File: src/rtl/reservation_station_pkg.sv
// Shared widths, label conventions and ALU op codes for the issue stage,
// the reservation station and the ALU.
package reservation_station_pkg;

    localparam int LABEL_W = 5;
    localparam int DATA_W  = 32;
    localparam int OP_W    = 6;

    typedef logic [LABEL_W-1:0] label_t;
    typedef logic [DATA_W-1:0]  data_t;
    typedef logic [OP_W-1:0]    op_t;

    localparam label_t NO_LABEL = '0;

    typedef enum logic [OP_W-1:0] {
        ALU_ADD  = 6'h20,
        ALU_ADDU = 6'h21,
        ALU_SUB  = 6'h22,
        ALU_SUBU = 6'h23,
        ALU_AND  = 6'h24,
        ALU_OR   = 6'h25,
        ALU_XOR  = 6'h26,
        ALU_NOR  = 6'h27,
        ALU_SLT  = 6'h2A,
        ALU_SLTU = 6'h2B
    } alu_op_e;

    // Label 0 means "value valid", so it can never be woken by a broadcast.
    function automatic logic cdb_hit(input logic cdb_valid, input label_t cdb_label,
                                     input label_t lab);
        return cdb_valid && (lab != NO_LABEL) && (lab == cdb_label);
    endfunction

endpackage

File: src/rtl/reservation_station_if.sv
// Issue, common-data-bus and functional-unit signals of one reservation station.
// The slave modport is the station; the master modport is its surroundings.
interface reservation_station_if import reservation_station_pkg::*; ();

    logic   issueValid;
    logic   issueReady;
    label_t issueTag;
    op_t    issueOp;
    label_t issueLabel1;
    data_t  issueValue1;
    label_t issueLabel2;
    data_t  issueValue2;

    logic   cdbValid;
    label_t cdbLabel;
    data_t  cdbData;

    logic   exValid;
    logic   exReady;
    op_t    exOp;
    data_t  exA;
    data_t  exB;
    label_t exTag;

    modport slave (
        input  issueValid, issueOp, issueLabel1, issueValue1, issueLabel2, issueValue2,
        input  cdbValid, cdbLabel, cdbData,
        input  exReady,
        output issueReady, issueTag,
        output exValid, exOp, exA, exB, exTag
    );

    modport master (
        output issueValid, issueOp, issueLabel1, issueValue1, issueLabel2, issueValue2,
        output cdbValid, cdbLabel, cdbData,
        output exReady,
        input  issueReady, issueTag,
        input  exValid, exOp, exA, exB, exTag
    );

endinterface

File: src/rtl/reservation_station_rs_entry.sv
// One reservation-station entry: operand capture at issue (with same-cycle CDB
// bypass), CDB snooping for pending operands, and release on dispatch.
module rs_entry import reservation_station_pkg::*; (
    input  logic   clk,
    input  logic   rst,
    input  logic   issue_we,
    input  op_t    issue_op,
    input  label_t issue_lab1,
    input  data_t  issue_val1,
    input  label_t issue_lab2,
    input  data_t  issue_val2,
    input  logic   cdb_valid,
    input  label_t cdb_label,
    input  data_t  cdb_data,
    input  logic   dispatch_clr,
    output logic   busy,
    output logic   ready,
    output op_t    op,
    output data_t  val1,
    output data_t  val2
);

    logic   busy_q, busy_d;
    op_t    op_q, op_d;
    label_t lab1_q, lab1_d;
    label_t lab2_q, lab2_d;
    data_t  val1_q, val1_d;
    data_t  val2_q, val2_d;

    always_comb begin
        busy_d = busy_q;
        op_d   = op_q;
        lab1_d = lab1_q;
        lab2_d = lab2_q;
        val1_d = val1_q;
        val2_d = val2_q;

        if (busy_q) begin
            if (cdb_hit(cdb_valid, cdb_label, lab1_q)) begin
                lab1_d = NO_LABEL;
                val1_d = cdb_data;
            end
            if (cdb_hit(cdb_valid, cdb_label, lab2_q)) begin
                lab2_d = NO_LABEL;
                val2_d = cdb_data;
            end
        end

        if (dispatch_clr) begin
            busy_d = 1'b0;
        end

        // The issuer's register status lags one cycle, so a producer broadcasting
        // right now must be captured here or its result would be missed forever.
        if (issue_we) begin
            busy_d = 1'b1;
            op_d   = issue_op;
            if (cdb_hit(cdb_valid, cdb_label, issue_lab1)) begin
                lab1_d = NO_LABEL;
                val1_d = cdb_data;
            end else begin
                lab1_d = issue_lab1;
                val1_d = issue_val1;
            end
            if (cdb_hit(cdb_valid, cdb_label, issue_lab2)) begin
                lab2_d = NO_LABEL;
                val2_d = cdb_data;
            end else begin
                lab2_d = issue_lab2;
                val2_d = issue_val2;
            end
        end
    end

    always_ff @(posedge clk or posedge rst) begin
        if (rst) begin
            busy_q <= 1'b0;
            op_q   <= '0;
            lab1_q <= NO_LABEL;
            lab2_q <= NO_LABEL;
            val1_q <= '0;
            val2_q <= '0;
        end else begin
            busy_q <= busy_d;
            op_q   <= op_d;
            lab1_q <= lab1_d;
            lab2_q <= lab2_d;
            val1_q <= val1_d;
            val2_q <= val2_d;
        end
    end

    assign busy  = busy_q;
    assign ready = busy_q && (lab1_q == NO_LABEL) && (lab2_q == NO_LABEL);
    assign op    = op_q;
    assign val1  = val1_q;
    assign val2  = val2_q;

endmodule

File: src/rtl/reservation_station.sv
// Tomasulo reservation station: lowest-free-entry issue, CDB wake-up inside the
// entries, and lowest-ready-entry dispatch tagged with the entry's own label.
module reservation_station import reservation_station_pkg::*; #(
    parameter int DEPTH    = 3,
    parameter int BASE_TAG = 1
) (
    input  logic                   clk,
    input  logic                   rst,
    reservation_station_if.slave   bus
);

    localparam int IDX_W = (DEPTH > 1) ? $clog2(DEPTH) : 1;

    logic [DEPTH-1:0] busy;
    logic [DEPTH-1:0] ready;
    logic [DEPTH-1:0] issue_we;
    logic [DEPTH-1:0] dispatch_clr;
    op_t              op_arr   [DEPTH];
    data_t            val1_arr [DEPTH];
    data_t            val2_arr [DEPTH];
    label_t           label_arr[DEPTH];

    logic             any_free;
    logic             any_ready;
    logic [IDX_W-1:0] free_idx;
    logic [IDX_W-1:0] ready_idx;
    logic             issue_fire;
    logic             dispatch_fire;

    // Both encoders see pre-edge state only, so an entry freed by this cycle's
    // dispatch cannot be reused before the next cycle.
    always_comb begin
        any_free  = 1'b0;
        free_idx  = '0;
        any_ready = 1'b0;
        ready_idx = '0;
        for (int i = DEPTH - 1; i >= 0; i--) begin
            if (!busy[i]) begin
                any_free = 1'b1;
                free_idx = IDX_W'(i);
            end
            if (ready[i]) begin
                any_ready = 1'b1;
                ready_idx = IDX_W'(i);
            end
        end
    end

    assign issue_fire    = bus.issueValid && any_free;
    assign dispatch_fire = any_ready && bus.exReady;

    generate
        for (genvar gi = 0; gi < DEPTH; gi++) begin : g_entry
            assign label_arr[gi]    = LABEL_W'(BASE_TAG + gi);
            assign issue_we[gi]     = issue_fire && (free_idx == IDX_W'(gi));
            assign dispatch_clr[gi] = dispatch_fire && (ready_idx == IDX_W'(gi));

            rs_entry u_entry (
                .clk          (clk),
                .rst          (rst),
                .issue_we     (issue_we[gi]),
                .issue_op     (bus.issueOp),
                .issue_lab1   (bus.issueLabel1),
                .issue_val1   (bus.issueValue1),
                .issue_lab2   (bus.issueLabel2),
                .issue_val2   (bus.issueValue2),
                .cdb_valid    (bus.cdbValid),
                .cdb_label    (bus.cdbLabel),
                .cdb_data     (bus.cdbData),
                .dispatch_clr (dispatch_clr[gi]),
                .busy         (busy[gi]),
                .ready        (ready[gi]),
                .op           (op_arr[gi]),
                .val1         (val1_arr[gi]),
                .val2         (val2_arr[gi])
            );
        end
    endgenerate

    always_comb begin
        bus.issueReady = any_free;
        bus.issueTag   = label_arr[0];
        bus.exValid    = any_ready;
        bus.exOp       = '0;
        bus.exA        = '0;
        bus.exB        = '0;
        bus.exTag      = label_arr[0];
        if (any_free) begin
            bus.issueTag = label_arr[free_idx];
        end
        if (any_ready) begin
            bus.exOp  = op_arr[ready_idx];
            bus.exA   = val1_arr[ready_idx];
            bus.exB   = val2_arr[ready_idx];
            bus.exTag = label_arr[ready_idx];
        end
    end

endmodule

File: src/flat_wrapper.sv
// flat-port wrapper written by rule: the top's interface ports become plain ports
module reservation_station_flat import reservation_station_pkg::*;
#(
    parameter int DEPTH    = 3,
    parameter int BASE_TAG = 1
)
  (clk, rst, bus_issueValid, bus_issueOp, bus_issueLabel1, bus_issueValue1, bus_issueLabel2, bus_issueValue2, bus_cdbValid, bus_cdbLabel, bus_cdbData, bus_exReady, bus_issueReady, bus_issueTag, bus_exValid, bus_exOp, bus_exA, bus_exB, bus_exTag);
  reservation_station_if bus_i ();
  input  logic clk;
  input  logic rst;
  input wire logic [$bits(bus_i.issueValid)-1:0] bus_issueValid;
  input wire logic [$bits(bus_i.issueOp)-1:0] bus_issueOp;
  input wire logic [$bits(bus_i.issueLabel1)-1:0] bus_issueLabel1;
  input wire logic [$bits(bus_i.issueValue1)-1:0] bus_issueValue1;
  input wire logic [$bits(bus_i.issueLabel2)-1:0] bus_issueLabel2;
  input wire logic [$bits(bus_i.issueValue2)-1:0] bus_issueValue2;
  input wire logic [$bits(bus_i.cdbValid)-1:0] bus_cdbValid;
  input wire logic [$bits(bus_i.cdbLabel)-1:0] bus_cdbLabel;
  input wire logic [$bits(bus_i.cdbData)-1:0] bus_cdbData;
  input wire logic [$bits(bus_i.exReady)-1:0] bus_exReady;
  output wire logic [$bits(bus_i.issueReady)-1:0] bus_issueReady;
  output wire logic [$bits(bus_i.issueTag)-1:0] bus_issueTag;
  output wire logic [$bits(bus_i.exValid)-1:0] bus_exValid;
  output wire logic [$bits(bus_i.exOp)-1:0] bus_exOp;
  output wire logic [$bits(bus_i.exA)-1:0] bus_exA;
  output wire logic [$bits(bus_i.exB)-1:0] bus_exB;
  output wire logic [$bits(bus_i.exTag)-1:0] bus_exTag;
  assign bus_i.issueValid = bus_issueValid;
  assign bus_i.issueOp = bus_issueOp;
  assign bus_i.issueLabel1 = bus_issueLabel1;
  assign bus_i.issueValue1 = bus_issueValue1;
  assign bus_i.issueLabel2 = bus_issueLabel2;
  assign bus_i.issueValue2 = bus_issueValue2;
  assign bus_i.cdbValid = bus_cdbValid;
  assign bus_i.cdbLabel = bus_cdbLabel;
  assign bus_i.cdbData = bus_cdbData;
  assign bus_i.exReady = bus_exReady;
  assign bus_issueReady = bus_i.issueReady;
  assign bus_issueTag = bus_i.issueTag;
  assign bus_exValid = bus_i.exValid;
  assign bus_exOp = bus_i.exOp;
  assign bus_exA = bus_i.exA;
  assign bus_exB = bus_i.exB;
  assign bus_exTag = bus_i.exTag;
  reservation_station #(.DEPTH(DEPTH), .BASE_TAG(BASE_TAG)) u_core (.clk(clk), .rst(rst), .bus(bus_i));
endmodule
File: config.mk
export PLATFORM = sky130hd
export DESIGN_NAME = reservation_station_flat
export DESIGN_NICKNAME = d
export VERILOG_FILES = /design/src/rtl/reservation_station_pkg.sv /design/src/rtl/reservation_station_if.sv /design/src/rtl/reservation_station_rs_entry.sv /design/src/rtl/reservation_station.sv /design/src/flat_wrapper.sv
export SDC_FILE = /design/constraint.sdc
export NUM_CORES = 1
export LEC_CHECK = 0
export CAP_MARGIN = 15
export CORE_ASPECT_RATIO = 0.9
export CORE_MARGIN = 10
export CORE_UTILIZATION = 50
export DETAILED_ROUTE_END_ITERATION = 10
export GPL_TIMING_DRIVEN = 0
export PLACE_DENSITY = 0.76
export RECOVER_POWER = 100
export SLEW_MARGIN = 20
export SYNTH_ARGS = -nofsm -noshare
export SYNTH_HDL_FRONTEND = slang
export SYNTH_SLANG_ARGS = --single-unit
File: constraint.sdc
create_clock -name clk -period 11.4 [get_ports clk]
set_input_delay 1.14 -clock clk [delete_from_list [all_inputs] [get_ports clk]]
set_output_delay 1.14 -clock clk [all_outputs]
set_load 0.005 [all_outputs]
==> flow_summary.toml <==
[cells_and_area]
antenna_cells = 0
drive_gt1_share_pct = 14.8
multi_input_area_sq_um = 5780
fillers = 2150
seqCellArea_sq_um = 6080
finalInstanceArea_sq_um = 16100
areaGrowthSynthToFinish_pct = 24.5
fin_nets = 1652

[outcome]
outcome = "complete, but fails checks"
violations = "max-capacitance violations, max-slew violations"

[pwr]
peakVddDrop_mv = 0.116
powerDensity_nw_per_um2 = 252
leakage_nw = 6.54

[global_route]
grt_usage_pct = 28.1
antenna_found_initial = 1
grt_pass1_wl_mm = 72.8
grt_max_degree = 104
grt_overflow = 0
grt_pass1_vias = 12616

[cts]
cts_buffers = 27
post_cts_resized = 0
cts.root.buffer_cell = "clkbuf_16"
htreeDepth = 1
cts_tree = "built"
clkSlewWorstSetupHoldPaths_ns = 0.06
clock_sinks = 243
postCtsSetupBuffers = 0
clock_latency_ns = 0.54
cts_hold_buffers = 0
clk_path_buf_depth = 3

[synthesis]
ys_seq_area_share_pct = 47.1
synth_common_cells = "dfrtp_1, nor2_1, or3_1"
synth_most_common_cell = "dfrtp_1"
ys_async_sr_fraction_pct = 100
synth_top_area_share_pct = 47.1
synth_edf_count = 0
syn_area_per_cell_sq_um = 9.94
synth_top_area_cell = "dfrtp_1"
synthFlopType = "dfrtp_1"
syn_area_sq_um = 12900
yosysWarnings = 0
synth_seq_cells = 243
synthCells = 1299
yosysUniqueCellTypes = 45
synth_area_leaders = "dfrtp_1, o221a_2, or3_1"

[drt]
drc_errors = 0
route.vias.total = 12371
firstDrtPassIters = 6
ant_nets = 0
wl_per_cell_um = 25.1
drt_iter0_drc = 1386
drt-total-wl_mm = 47.3
drt-vias-per-instance = 6.55

[critical_path]
crit_required_ns = 10.26
critPathKind = "reg2out"
r2r_end = "u_core.g_entry[1].u_entry.val1[1]$_DFFE_PP0P_"
ff2ff_path_depth = 6
start_kind = "flop"
cp-startpoint = "u_core.g_entry[2].u_entry.lab1_q[0]$_DFFE_PP0P_"
rrSetupSlack_ns = 7.97
critPathMaxFanout = 10
r2r-start = "u_core.g_entry[1].u_entry.lab1_q[4]$_DFFE_PP0P_"
endpoint_kind = "primary output"
worstPathArrival_ns = 4.94

[die]
chipWidth_um = 189
boundaryPins = 204
core_sq_um = 25300
rows = 55
fp.dieH_um = 172
dieArea_sq_um = 32700
start_util_pct = 51.0

[sta]
slew_headroom_pct = -59.6
setup-violations-final = 0
slew_violations = 60
period_share_pct = 53.3
skew_ns = 0.0107
fin_crit_ns = 6.08
hold_viol = 0
tightest_slew_ns = 2.38
fin_setup_tns_ns = 0
max_freq_mhz = 164
rsz0062_at_grt = "false"

[place]
hpwl_mm = 32.8
place.gp.congestion = 0.902
placed_cell_area_sq_um = 15400
io_buffers = 193

[min_path]
min_from = "u_core.g_entry[2].u_entry.op[3]$_DFFE_PP0P_"
whs_path_depth = 2
min_path_type = "reg2reg"
holdPathEnd = "u_core.g_entry[2].u_entry.op[3]$_DFFE_PP0P_"

[flow_run]
maxCapViolCount = 2
## registers in the layout, summed over array words and instances (netlist names)
signal / count
u_core.g_entry.u_entry.busy: 3
u_core.g_entry.u_entry.op: 18
u_core.g_entry.u_entry.val1: 96
u_core.g_entry.u_entry.lab2_q: 15
u_core.g_entry.u_entry.val2: 96
u_core.g_entry.u_entry.lab1_q: 15
## worst max-delay path by stage
stage	slack, ns	end
CTS	6.43	bus_exTag[1]
finish	5.32	bus_exA[30]
global placement	0.36	u_core.g_entry[0].u_entry.val1[26]$_DFFE_PP0P_
global route	5.26	bus_exA[30]
detailed placement	7.03	bus_exTag[1]
floorplan	3.59	u_core.g_entry[0].u_entry.busy$_DFFE_PP0P_
## report_power, final
| group | total (W) | switching (W) | internal (W) |
|---|---|---|---|
| registers | 0.00154 | 0.000262 | 0.00128 |
| clock network | 0.000918 | 0.000359 | 0.000559 |
| logic | 0.00160 | 0.000766 | 0.000831 |
| total | 0.00406 | 0.00139 | 0.00267 |
## cell type report
cell class | count | share of cell area [%]
flip-flops and latches | 243 | 37.8
multi-input cells | 854 | 35.9
repair buffers | 195 | 12.4
clock buffers | 42 | 5.11
plain buffers | 136 | 3.77
well taps | 342 | 2.66
inverters | 71 | 1.67
clock inverters | 6 | 0.654
## placed cells by master (no fill, tap or decap), types with 3 or more instances in the layout
master             n
dfrtp_1          243
nor2_1           149
or3_1            130
o221a_2          128
clkdlybuf4s50_1  124
clkbuf_1         100
nand2_1           98
a221oi_1          92
inv_1             70
dlygate4sd3_1     69
nor3_1            38
a21oi_1           36
o32ai_1           32
clkbuf_16         27
xnor2_1           26
o22ai_1           25
buf_2             23
nand3_1           16
buf_4             16
xor2_1            12
a221oi_2          10
o21ai_0            9
clkbuf_8           9
nand2b_1           7
conb_1             6
or4_1              5
nor4_1             5
nand4_1            5
and2_1             3
a31oi_1            3
bufinv_16          3
clkinv_2           3
## metrics by stage
step / hold slack [ns] / setup WS (ns) / util [%] / power [W] / cells
2_1_floorplan: 0.446 / 3.59 / - / 0.00253 / 1304
3_3_place_gp: 0.457 / 0.364 / 60.4 / 0.00313 / 1839
3_5_place_dp: 0.463 / 7.03 / 60.7 / 0.00319 / 1841
4_1_cts: 0.478 / 6.43 / 64.3 / 0.00412 / 1889
5_1_grt: 0.490 / 5.26 / 63.5 / 0.00428 / 1889
6_report: 0.474 / 5.32 / 63.5 / 0.00406 / 1889
## logic make-up after synthesis
logic type	share of synthesized area, %
buffers and inverters	7.19
AOI/OAI and AO/OA	25.3
xor gates and xnor gates	2.58
DFF	47.1
other	0.0290
and+or+nand+nor	17.6
adders and majority gates	0.194
## critical path, cell delays in order (launching register included)
cell	delay [ns]
dfrtp_1	0.41
nor3_1	0.27
nand2_1	0.13
a2111oi_0	1.82
clkbuf_1	0.65
a221oi_1	0.18
nor2_1	0.31
dlygate4sd3_1	0.63
## per-layer routing
| metal | wire length [um] | global-route usage [%] | share of wire (%) | vias to the layer above |
|---|---|---|---|---|
| li1 | - | - | - | 5332 |
| met1 | 18600 | 36.3 | 39 | 6063 |
| met2 | 21200 | 43.3 | 45 | 841 |
| met3 | 5810 | 8.78 | 12 | 133 |
| met4 | 1800 | 11.2 | 3.8 | 2 |
| met5 | 11 | 0 | 0.023 | - |
(Power assumes the default switching activity.)
